File: src/rtl/pwm_bank_if.sv
// Control bus and PWM outputs of pwm_bank: shadow-duty writes, commit request and status.
interface pwm_bank_if #(
    parameter int unsigned CHANNELS = 8,
    parameter int unsigned CTR_LEN  = 8
);
    localparam int unsigned ADDR_W = (CHANNELS > 1) ? $clog2(CHANNELS) : 1;

    logic                wr_en;
    logic [ADDR_W-1:0]   wr_addr;
    logic [CTR_LEN-1:0]  wr_data;
    logic                mode_in;
    logic                apply;
    logic                busy;
    logic                period_start;
    logic [CHANNELS-1:0] pwm;

    modport master (
        output wr_en, wr_addr, wr_data, mode_in, apply,
        input  busy, period_start, pwm
    );

    modport slave (
        input  wr_en, wr_addr, wr_data, mode_in, apply,
        output busy, period_start, pwm
    );
endinterface

File: src/rtl/pwm_bank.sv
// Multi-channel PWM generator: one shared phase counter, per-channel comparators,
// double-buffered duties committed together on a period boundary (edge or centre aligned).
module pwm_bank #(
    parameter int unsigned CHANNELS = 8,
    parameter int unsigned CTR_LEN  = 8,
    parameter bit          INVERT   = 1'b0
) (
    input  logic      clk,
    input  logic      rst_n,
    pwm_bank_if.slave bus
);
    localparam int unsigned         ADDR_W  = (CHANNELS > 1) ? $clog2(CHANNELS) : 1;
    localparam int unsigned         PH_W    = CTR_LEN + 1;
    localparam logic [CTR_LEN-1:0]  CTR_MAX = '1;
    localparam logic [PH_W-1:0]     PH_MAX  = '1;
    localparam logic [CHANNELS-1:0] PWM_RST = {CHANNELS{INVERT}};

    typedef enum logic {
        ST_IDLE,
        ST_PENDING
    } state_t;

    state_t              state_q;
    state_t              state_d;
    logic [PH_W-1:0]     phase_q;
    logic [PH_W-1:0]     phase_d;
    logic                mode_q;
    logic                mode_shadow_q;
    logic                busy_q;
    logic                period_start_q;
    logic [CHANNELS-1:0] pwm_q;
    logic [CHANNELS-1:0] raw;
    logic [CTR_LEN-1:0]  shadow_q [CHANNELS];
    logic [CTR_LEN-1:0]  active_q [CHANNELS];
    logic [CTR_LEN-1:0]  ctr;
    logic                boundary;
    logic                commit;
    logic                sample_mode;

    // Centre mode folds the upper half of the phase into a down-count: 0..MAX, MAX..0
    always_comb begin
        ctr = phase_q[CTR_LEN-1:0];
        if (mode_q && phase_q[CTR_LEN]) begin
            ctr = ~phase_q[CTR_LEN-1:0];
        end
    end

    assign boundary = mode_q ? (phase_q == PH_MAX)
                             : (phase_q[CTR_LEN-1:0] == CTR_MAX);

    // Commit request tracking
    always_ff @(posedge clk or negedge rst_n) begin
        if (!rst_n) begin
            state_q <= ST_IDLE;
        end else begin
            state_q <= state_d;
        end
    end

    always_comb begin
        state_d     = state_q;
        commit      = 1'b0;
        sample_mode = 1'b0;
        case (state_q)
            ST_IDLE: begin
                if (bus.apply) begin
                    sample_mode = 1'b1;
                    state_d     = ST_PENDING;
                end
            end
            ST_PENDING: begin
                // apply is ignored here so the first request's mode is kept
                if (boundary) begin
                    commit  = 1'b1;
                    state_d = ST_IDLE;
                end
            end
            default: state_d = ST_IDLE;
        endcase
    end

    // A commit restarts the phase so a mode change begins with a clean period
    assign phase_d = commit ? '0 : phase_q + PH_W'(1);

    always_ff @(posedge clk or negedge rst_n) begin
        if (!rst_n) begin
            phase_q        <= '0;
            mode_q         <= 1'b0;
            mode_shadow_q  <= 1'b0;
            busy_q         <= 1'b0;
            period_start_q <= 1'b0;
        end else begin
            phase_q        <= phase_d;
            period_start_q <= (phase_d == '0);
            busy_q         <= (state_d == ST_PENDING);
            if (sample_mode) begin
                mode_shadow_q <= bus.mode_in;
            end
            if (commit) begin
                mode_q <= mode_shadow_q;
            end
        end
    end

    // Shadow and active duty banks; addresses beyond the last channel match nothing
    always_ff @(posedge clk or negedge rst_n) begin
        if (!rst_n) begin
            for (int unsigned i = 0; i < CHANNELS; i++) begin
                shadow_q[i] <= '0;
                active_q[i] <= '0;
            end
        end else begin
            for (int unsigned i = 0; i < CHANNELS; i++) begin
                if (commit) begin
                    active_q[i] <= shadow_q[i];
                end
                if (bus.wr_en && (bus.wr_addr == ADDR_W'(i))) begin
                    shadow_q[i] <= bus.wr_data;
                end
            end
        end
    end

    always_comb begin
        raw = '0;
        for (int unsigned i = 0; i < CHANNELS; i++) begin
            raw[i] = (ctr < active_q[i]);
        end
    end

    always_ff @(posedge clk or negedge rst_n) begin
        if (!rst_n) begin
            pwm_q <= PWM_RST;
        end else begin
            pwm_q <= raw ^ PWM_RST;
        end
    end

    assign bus.busy         = busy_q;
    assign bus.period_start = period_start_q;
    assign bus.pwm          = pwm_q;
endmodule

File: src/flat_wrapper.sv
// flat-port wrapper written by rule: the top's interface ports become plain ports
module pwm_bank_flat 
#(
    parameter int unsigned CHANNELS = 8,
    parameter int unsigned CTR_LEN  = 8,
    parameter bit          INVERT   = 1'b0
)
  (clk, rst_n, bus_wr_en, bus_wr_addr, bus_wr_data, bus_mode_in, bus_apply, bus_busy, bus_period_start, bus_pwm);
  pwm_bank_if #(.CHANNELS(CHANNELS), .CTR_LEN(CTR_LEN)) bus_i ();
  input  logic clk;
  input  logic rst_n;
  input wire logic [$bits(bus_i.wr_en)-1:0] bus_wr_en;
  input wire logic [$bits(bus_i.wr_addr)-1:0] bus_wr_addr;
  input wire logic [$bits(bus_i.wr_data)-1:0] bus_wr_data;
  input wire logic [$bits(bus_i.mode_in)-1:0] bus_mode_in;
  input wire logic [$bits(bus_i.apply)-1:0] bus_apply;
  output wire logic [$bits(bus_i.busy)-1:0] bus_busy;
  output wire logic [$bits(bus_i.period_start)-1:0] bus_period_start;
  output wire logic [$bits(bus_i.pwm)-1:0] bus_pwm;
  assign bus_i.wr_en = bus_wr_en;
  assign bus_i.wr_addr = bus_wr_addr;
  assign bus_i.wr_data = bus_wr_data;
  assign bus_i.mode_in = bus_mode_in;
  assign bus_i.apply = bus_apply;
  assign bus_busy = bus_i.busy;
  assign bus_period_start = bus_i.period_start;
  assign bus_pwm = bus_i.pwm;
  pwm_bank #(.CHANNELS(CHANNELS), .CTR_LEN(CTR_LEN), .INVERT(INVERT)) u_core (.clk(clk), .rst_n(rst_n), .bus(bus_i));
endmodule
File: config.mk
export PLATFORM = sky130hd
export DESIGN_NAME = pwm_bank_flat
export DESIGN_NICKNAME = d
export VERILOG_FILES = /design/src/rtl/pwm_bank_if.sv /design/src/rtl/pwm_bank.sv /design/src/flat_wrapper.sv
export SDC_FILE = /design/constraint.sdc
export NUM_CORES = 1
export LEC_CHECK = 0
export ABC_AREA = 1
export BUFFER_PORTS_ARGS = -buffer_cell sky130_fd_sc_hd__buf_2
export CORE_MARGIN = 1.5
export CORE_UTILIZATION = 45
export CTS_CLUSTER_SIZE = 28
export DETAILED_ROUTE_END_ITERATION = 8
export RECOVER_POWER = 25
export SLEW_MARGIN = 5
export SYNTH_ARGS = -nofsm -noshare
export SYNTH_HDL_FRONTEND = slang
export SYNTH_SLANG_ARGS = --single-unit
File: constraint.sdc
create_clock -name clk -period 2.6 [get_ports clk]
set_input_delay 0.52 -clock clk [delete_from_list [all_inputs] [get_ports clk]]
set_output_delay 0.52 -clock clk [all_outputs]
set_load 0.05 [all_outputs]
Yosys cells after proc, flatten, opt, wreduce, memory -nomap -nowiden
Index checks and enable logic that the tools add are counted.
- flip-flop bits (word level): 149
- bits of input ports: 16
- logic and storage cells: 62
- add/subtract/negate cells: 1
- magnitude comparators: 8
- equality and inequality tests: 9
- muxes and demuxes: 9
- bitwise logic cells: 2
- reductions and logical operators: 11
- operator list (operator ; count):
    < comparator 8 bit ; 8
    equality test 3 bit (second input constant) ; 4
    adder 9 x 1 -> 9 bit (second input constant) ; 1
    equality test 9 bit (second input constant) ; 1
    logical AND 1 bit ; 9
    zero test 9 bit ; 1
    two-way mux 9 bit ; 1
    equality test 8 bit (second input constant) ; 1
    two-way mux 8 bit ; 1
    inverter 8 bit ; 1
    equality test 3 x 2 -> 1 bit (second input constant) ; 2
    two-way mux 1 bit ; 6
    equality test 3 x 1 -> 1 bit (second input constant) ; 1
    zero test 3 bit ; 1
    one-hot mux 1 bit (2 select lines) ; 1
    inverter 1 bit ; 1

Depth between registers and ports, before layout
Gate-level depths: netlist (run 1).
- depth in word-level cells: 6
- gate-level depth with buffers: 14
- depth with buffers taken out: 12

Worst setup path before layout (run 1)
No wires, ideal clock.
- path kind: reg2reg
- from: register u_core.phase_q[0]
- to: register u_core.active_q[17] (netlist bit)
- library setup time: 118 ps
- arrival time: 1702 ps
- data required time: 2482 ps
- slack: 781 ps
- stages on the path, launching flop included: 14
- buffers on the path: 2
- period minus slack after synthesis: 1819 ps
- path through: dfrtp_1 > ha_1 > nand2_1 > nor2_2 > nand2_1 > inv_1 > ha_1 > nor2_1 > nor2_1 > nand2_4 > inv_4 > buf_12 > buf_6 > o21ai_2
- longest elaborated chain between the ends: 4
- elaborated cells on any way between the ends: 5
- ends and longest elaborated chain (what ; RTL line ; text):
    from (decl) ; pwm_bank.sv:25 ; logic [PH_W-1:0] phase_q;
    from (signal assigned) ; pwm_bank.sv:93 ; phase_q <= phase_d;
    equality test 9 bit or equality test 8 bit (tied branches) ; pwm_bank.sv:48, pwm_bank.sv:49 ;
    two-way mux 1 bit * ; pwm_bank.sv:48 ; assign boundary = mode_q ? (phase_q == PH_MAX)
    two-way mux 1 bit * ; pwm_bank.sv:73 ; if (boundary) begin
    two-way mux 1 bit * ; pwm_bank.sv:64 ; case (state_q)
    to (signal, indexed assignment) ; pwm_bank.sv:115 ; active_q[i] <= shadow_q[i];
    to (decl) ; pwm_bank.sv:34 ; logic [CTR_LEN-1:0] active_q [CHANNELS];
Mark *: on every way between the ends. The rest lies on a longest branch, timed or not.
A chain may end at the register's enable or synchronous reset.

Worst setup path in the final report (run 1)
- from: register u_core.phase_q[0]
- to: register u_core.active_q[61] (netlist bit)
Same word-level chain as after synthesis.

==> results.md, run 1 <==
* Hold-fix buffers at CTS at 0
* Proportion of synthesized flip-flops having asynchronous set or reset at 100%
* Buffer levels on the longest clock path at 2
* Die Y at 131 µm
* Final Hold Slack at 0.315 ns
* Worst setup path end: u_core.active_q[61]
* Layout cell share with drive strength beyond 1 at a little over a fifth
* Crit path launch type: register
* Placed cell area at 7760 µm²
* LEAKAGE at 4.20 nW
* Via count of the first global-routing pass at 5241
* Die boundary width at ~130 µm
* Number of instances resized during post-cts repair at 0
* Number of instances in the synthesized netlist at just under 800
* Cell chosen for the clock root: clkbuf_16
* Predominant post-synthesis flop cell: dfrtp_1
* Avg Inst Size Synth at 9.34 µm²
* Total global-route track usage at around a fifth
* Die area at 17200 µm²
* Remaining routing DRC violations at 0
* Final antenna diode count at 0
* Final estimated routing congestion in global placement at between 0.7 and 0.8
* Count of distinct cell types in the synthesized netlist at 27
* Endpoints failing hold at 0
* Most area-hungry cell type in the Yosys netlist: dfrtp_1
* Critical path type: reg -> reg
* Clock Skew at 0.00671 ns
* Max-slew headroom at -33.7%
* Pins over their slew limit at 40
* Layout-stage area growth over the synthesis result at 13.7%
* Aggregate routed wire length at between 15000 and 20000 µm
* Setup repair after global routing missed its margin: no
* Met3 WL at roughly 840 µm
* List of most frequent post-synthesis cells: nand2_1 (174), dfrtp_1 (149), inv_1 (109)
* Metal2 WL at 7630 µm
* Nets at ~900
* Max capacitance violation total at 1
* Top area cells in the synthesized netlist: dfrtp_1 (50%), ha_1 (9.8%), nand2_1 (8.8%)
* Iter 0 DRT Violations at 230
* Signal arrival time at the worst endpoint at roughly 2.6 ns
* Portion of synthesized cell area occupied by the leading cell type at 50.5%
* Placed insts at 1026
* Worst EP required at between 2 and 3 ns
* Reg2Reg Launch Point: u_core.phase_q[0]
* Buffers inserted by post-CTS timing repair at 0
* Time the final worst path needs with I/O delays and setup at around 2.2 ns
* Aggregate negative setup slack at 0 ns
* Number of setup violations in the final report at 0
* Final cell count without fillers at 1058
* Post-layout instance area at ~8400 µm²
* Dominant cell by count in the synthesized netlist: nand2_1
* Total number of yosys warnings at 0
* Worst-path fanout max at 36
* DPL Wire Length at 10800 µm
* Total power of the final layout at 5.54 mW
* Crit share post-route at 85.2%
* Pin count of the biggest net entering global routing at 64
* CTS Buf Count at 17
* H-Tree Depth at 4
* Uppermost layer routed: met4
* Total congestion overflow after global routing at 0
* Mean number of vias per cell at 4.83
* Clock input transition at the sequential cells of the worst setup and hold paths at 0.06 ns
* Antenna violations before repair at 0
* Number of nets produced by synthesis at 865
* Endpoint of the most critical register-to-register path: u_core.active_q[61]
* Antenna-violating nets left at 0
* Maximum achievable frequency at roughly 450 MHz
* Clock insertion delay at the later pin of the skew report at around 0.42 ns
* # port buffers at 25
* Worst Max-Slew Pin Slew at roughly 2 ns
* Pwr per Cell Area at 660 nW/µm²
* Min setup slack post-route at 0.386 ns
* Crit path launch: u_core.phase_q[0]
* Worst setup slack after placement at between 0.3 and 0.4 ns
* R2R cell count at 13
* Clock tree from TritonCTS: built
* Average wire per cell in the routed design at 14.8 µm
* Register bit total from synthesis at 149
* Violated checks: max-capacitance violations, max-slew violations
* Endpoint type of the worst setup path: register
* Routed length on met1 at between 6000 and 7000 µm
* Worst voltage drop across the vdd grid at 0.000457 V
* Outcome: finished with violations
* Std-Cell Rows at 46
* Placeable core region at 15900 µm²
* Netlist area before placement at 7390 µm²
* First-pass GRT wire length at 26600 µm
* Initial cell density of the core at 46.3%
* Number of enable flip-flop cells after synthesis at 0
* 1st-pass router iterations at 5
* HP Class: in -> reg
* Count of vias placed by the detailed router at between 5000 and 6000
* Setup slack, reg-to-reg at 0.39 ns
* Core utilization of the finished layout at 52.7%
* Clk sinks at 149
* Number of placed I/O pins at 26
* Fraction of the yosys area taken by sequential cells at 50.5%
[per-layer routing]
layer | track usage, % | vias up
li1 | - | 2601
met1 | 25.7 | 2402
met2 | 33.1 | 89
met3 | 4.90 | 14
met4 | 8.11 | 0
met5 | 0 | -
[flip-flops by register name, summed over array words and instances (netlist names)]
signal	cells
u_core.active_q	64
u_core.bus.period_start	1
u_core.bus.pwm	8
u_core.mode_q	1
u_core.mode_shadow_q	1
u_core.phase_q	9
u_core.shadow_q	64
u_core.state_q	1
[cell usage in the layout (no fill, tap or decap), types with 2 or more instances in the layout]
master and instances:
bufinv_16 5, ha_1 58, nand4_1 3, a21oi_1 33
nand2_2 50, inv_1 109, clkinvlp_4 3, nor2_1 25
clkinv_2 6, o21ai_0 84, nand2_1 174, dfrtp_1 149
o21ai_2 48, nor2_2 2, buf_4 13, clkbuf_16 17
buf_12 5, buf_2 24, nand3_1 18, xnor2_1 2
xor2_1 6
[worst min-delay path by stage]
stage                               end  slack (ns)                start  depth (start not counted)
floorplan            u_core.active_q[0]        0.22                rst_n                          0
global placement    u_core.active_q[40]        0.45  u_core.shadow_q[40]                          2
detailed placement  u_core.active_q[40]        0.46  u_core.shadow_q[40]                          2
CTS                 u_core.active_q[52]        0.02                rst_n                          1
global route         u_core.shadow_q[1]        0.32       bus_wr_data[1]                          3
finish               u_core.shadow_q[1]        0.32       bus_wr_data[1]                          3
[report_power, final]
part           switching, mW  internal (mW)
sequential             0.121           2.51
clock                  0.946           1.69
combinational          0.178         0.0925
[layout make-up]
| class | count | area [µm²] |
|---|---|---|
| inverters | 111 | 419 |
| flip-flops and latches | 149 | 3730 |
| fillers | 1470 | 7540 |
| well taps | 216 | 270 |
| multi-input cells | 507 | 3020 |
| clock buffers | 17 | 425 |
| repair buffers | 43 | 327 |
| clock inverters | 15 | 211 |
[worst max-delay path, stage by stage, from the launching register on]
cell	delay [ns]
dfrtp_1	0.42
ha_1	0.26
nand2_1	0.08
nor2_2	0.10
nand2_1	0.10
inv_1	0.07
ha_1	0.13
nor2_1	0.05
nor2_1	0.17
nand2_4	0.08
inv_4	0.23
buf_12	0.29
nand2_2	0.08
o21ai_2	0.06
[cell families after synthesis]
family	Yosys count	synth area share, %
simple gates	274	16.3
xor+xnor	8	0.949
flops	149	50.5
fa+ha+maj	58	9.82
buf+inv	135	8.69
compound gates	167	13.8
No activity file was read; power rests on OpenSTA's default activity.
==> run 2, diff against run 1 <==
--- a/config.mk
+++ b/config.mk
@@ -7,8 +7,10 @@
 export LEC_CHECK = 0
 export ABC_AREA = 1
 export BUFFER_PORTS_ARGS = -buffer_cell sky130_fd_sc_hd__buf_2
-export CORE_MARGIN = 1.5
+export CAP_MARGIN = 20
+export CORE_MARGIN = 10
 export CORE_UTILIZATION = 45
+export CTS_BUF_LIST = sky130_fd_sc_hd__clkbuf_16
 export CTS_CLUSTER_SIZE = 28
 export DETAILED_ROUTE_END_ITERATION = 8
 export RECOVER_POWER = 25
==> results.md, run 2 (synthesized netlist as in run 1, its figures left out) <==
* Critical path type: reg -> reg
* Cell chosen for the clock root: clkbuf_16
* HP Class: in -> reg
* Aggregate routed wire length at about 16000 µm
* Mean number of vias per cell at 4.88
* Core utilization of the finished layout at 52.1%
* Number of setup violations in the final report at 0
* Antenna violations before repair at 0
* Min setup slack post-route at 0.323 ns
* Crit path launch type: register
* CTS Buf Count at 17
* Total congestion overflow after global routing at 0
* Hold-fix buffers at CTS at 0
* Total global-route track usage at 15.8%
* Endpoints failing hold at 0
* Clock Skew at about 0.011 ns
* Clk pwr share at a little under half
* Pwr per Cell Area at 643 nW/µm²
* Buffers inserted by post-CTS timing repair at 0
* Layout-stage area growth over the synthesis result at 12.9%
* Average wire per cell in the routed design at between 15 and 20 µm
* Placeable core region at between 15000 and 20000 µm²
* Clock input transition at the sequential cells of the worst setup and hold paths at 0.06 ns
* Count of vias placed by the detailed router at roughly 5200
* Antenna-violating nets left at 0
* Max-slew headroom at -0.617%
* Iter 0 DRT Violations at 263
* Fillcell total at approximately 1500
* Clk sinks at 149
* Die Y at 148 µm
* Largest registers in the final layout: u_core.active_q (64), u_core.shadow_q (64), u_core.phase_q (9)
* Clock tree from TritonCTS: built
* Number of instances resized during post-cts repair at 0
* Placed insts at about 1000
* Initial cell density of the core at 46.2%
* Outcome: finished with violations
* Number of placed I/O pins at 26
* Net switching fraction of the power at about a quarter
* Signal arrival time at the worst endpoint at around 2.6 ns
* Endpoint type of the worst setup path: register
* Most common library cell in the layout ignoring fill and taps: nand2_1
* LEAKAGE at ~4.2 nW
* Nets at about 910
* Die boundary width at 148 µm
* Crit share post-route at 87.6%
* Pins over their slew limit at between 50 and 60
* Max capacitance violation total at 0
* Fraction of power consumed by sequential logic at 49.0%
* Violated checks: max-slew violations
* Setup repair after global routing missed its margin: no
* NetSw at 1.27 mW
* Maximum achievable frequency at between 400 and 500 MHz
* Via count of the first global-routing pass at 5172
* Most used cells in the layout excluding fill and tap cells: nand2_1 (174), dfrtp_1 (149), inv_1 (109), o21ai_0 (84), ha_1 (58)
* Worst EP required at 2.95 ns
* Clock insertion delay at the later pin of the skew report at 0.43 ns
* DPL Wire Length at 11000 µm
* Die area at 21900 µm²
* Worst setup slack after placement at 0.320 ns
* Final estimated routing congestion in global placement at 0.816
* Aggregate negative setup slack at 0 ns
* Buffer levels on the longest clock path at 2
* Setup slack, reg-to-reg at 0.32 ns
* Pin count of the biggest net entering global routing at 57
* Std-Cell Rows at 46
* Worst Max-Slew Pin Slew at 1.51 ns
* Final cell count without fillers at approximately 1100
* # port buffers at 25
* Final antenna diode count at 0
* Worst-path fanout max at 25
* Remaining routing DRC violations at 0
* Time the final worst path needs with I/O delays and setup at 2.28 ns
* H-Tree Depth at 4
* Design internal power at roughly 4 mW
* Layout cell share with drive strength beyond 1 at 20.9%
* Worst voltage drop across the vdd grid at 0.000463 V
* First-pass GRT wire length at 27000 µm
* Gate power share at 5.1%
* 1st-pass router iterations at 5
-- run 2: cell types whose count changed in the layout (fill, tap and decap cells not counted), sizes merged --
cell         change
dlygate4sd2      -1
clkbuf           +3
clkinvlp         -3
bufinv           -2
clkinv           +3
inv              +1
-- run 2: critical path, stage by stage, from the launching register on --
cell and delay [ns]:
dfrtp_1 0.41, ha_1 0.25, nand2_1 0.09, nor2_2 0.11, nand2_1 0.09, inv_1 0.07
ha_1 0.14, nor2_1 0.05, nor2_1 0.16, nand2_4 0.08, inv_4 0.33, buf_12 0.24
nand2_1 0.07, o21ai_1 0.08
-- run 2: worst paths after layout --
| path | from | endpoint | cells after the start |
|---|---|---|---|
| max | u_core.phase_q[0] | u_core.active_q[57] | 13 |
| min | bus_wr_data[1] | u_core.shadow_q[1] | 3 |
| max reg2reg | u_core.phase_q[0] | u_core.active_q[57] | 13 |
| min reg2reg | u_core.shadow_q[40] | u_core.active_q[40] | 2 |
| max in group asynchronous | rst_n | u_core.phase_q[0] | 2 |
| min in group asynchronous | rst_n | u_core.active_q[53] | 1 |
-- run 2: layout make-up --
class	instances	area (µm²)	share of cell area (%)
Clock inverter	14	160	1.92
Sequential cell	149	3730	44.7
Tap cell	216	270	3.24
Multi-Input combinational cell	507	3020	36.2
Clock buffer	17	425	5.10
Inverter	111	419	5.03
Timing Repair Buffer	45	319	3.83
-- run 2: metrics by stage --
stage                     total power [mW]  hold WS (ns)  instance area [µm²]
after global placement                2.93         0.452                 7780
after detailed placement              2.95         0.463                 7780
after CTS                             5.41        0.0675                 8360
after floorplan                       2.80         0.224                 7390
after global routing                  5.59         0.317                 8340
final                                 5.36         0.314                 8340
-- run 2: power by group through the flow --
stage | sequential, mW | clock, mW | combinational, mW
after floorplan | 2.64 | 0 | 0.158
after global placement | 2.66 | 0 | 0.269
after detailed placement | 2.67 | 0 | 0.283
after CTS | 2.63 | 2.50 | 0.288
after global routing | 2.65 | 2.61 | 0.328
final | 2.63 | 2.46 | 0.275
-- run 2: routing by layer --
layer | global-route usage (%) | share of wire (%)
met1 | 20.7 | 49
met2 | 25.1 | 47
met3 | 4.70 | 3.5
met4 | 4.01 | 0.76
met5 | 0 | 0
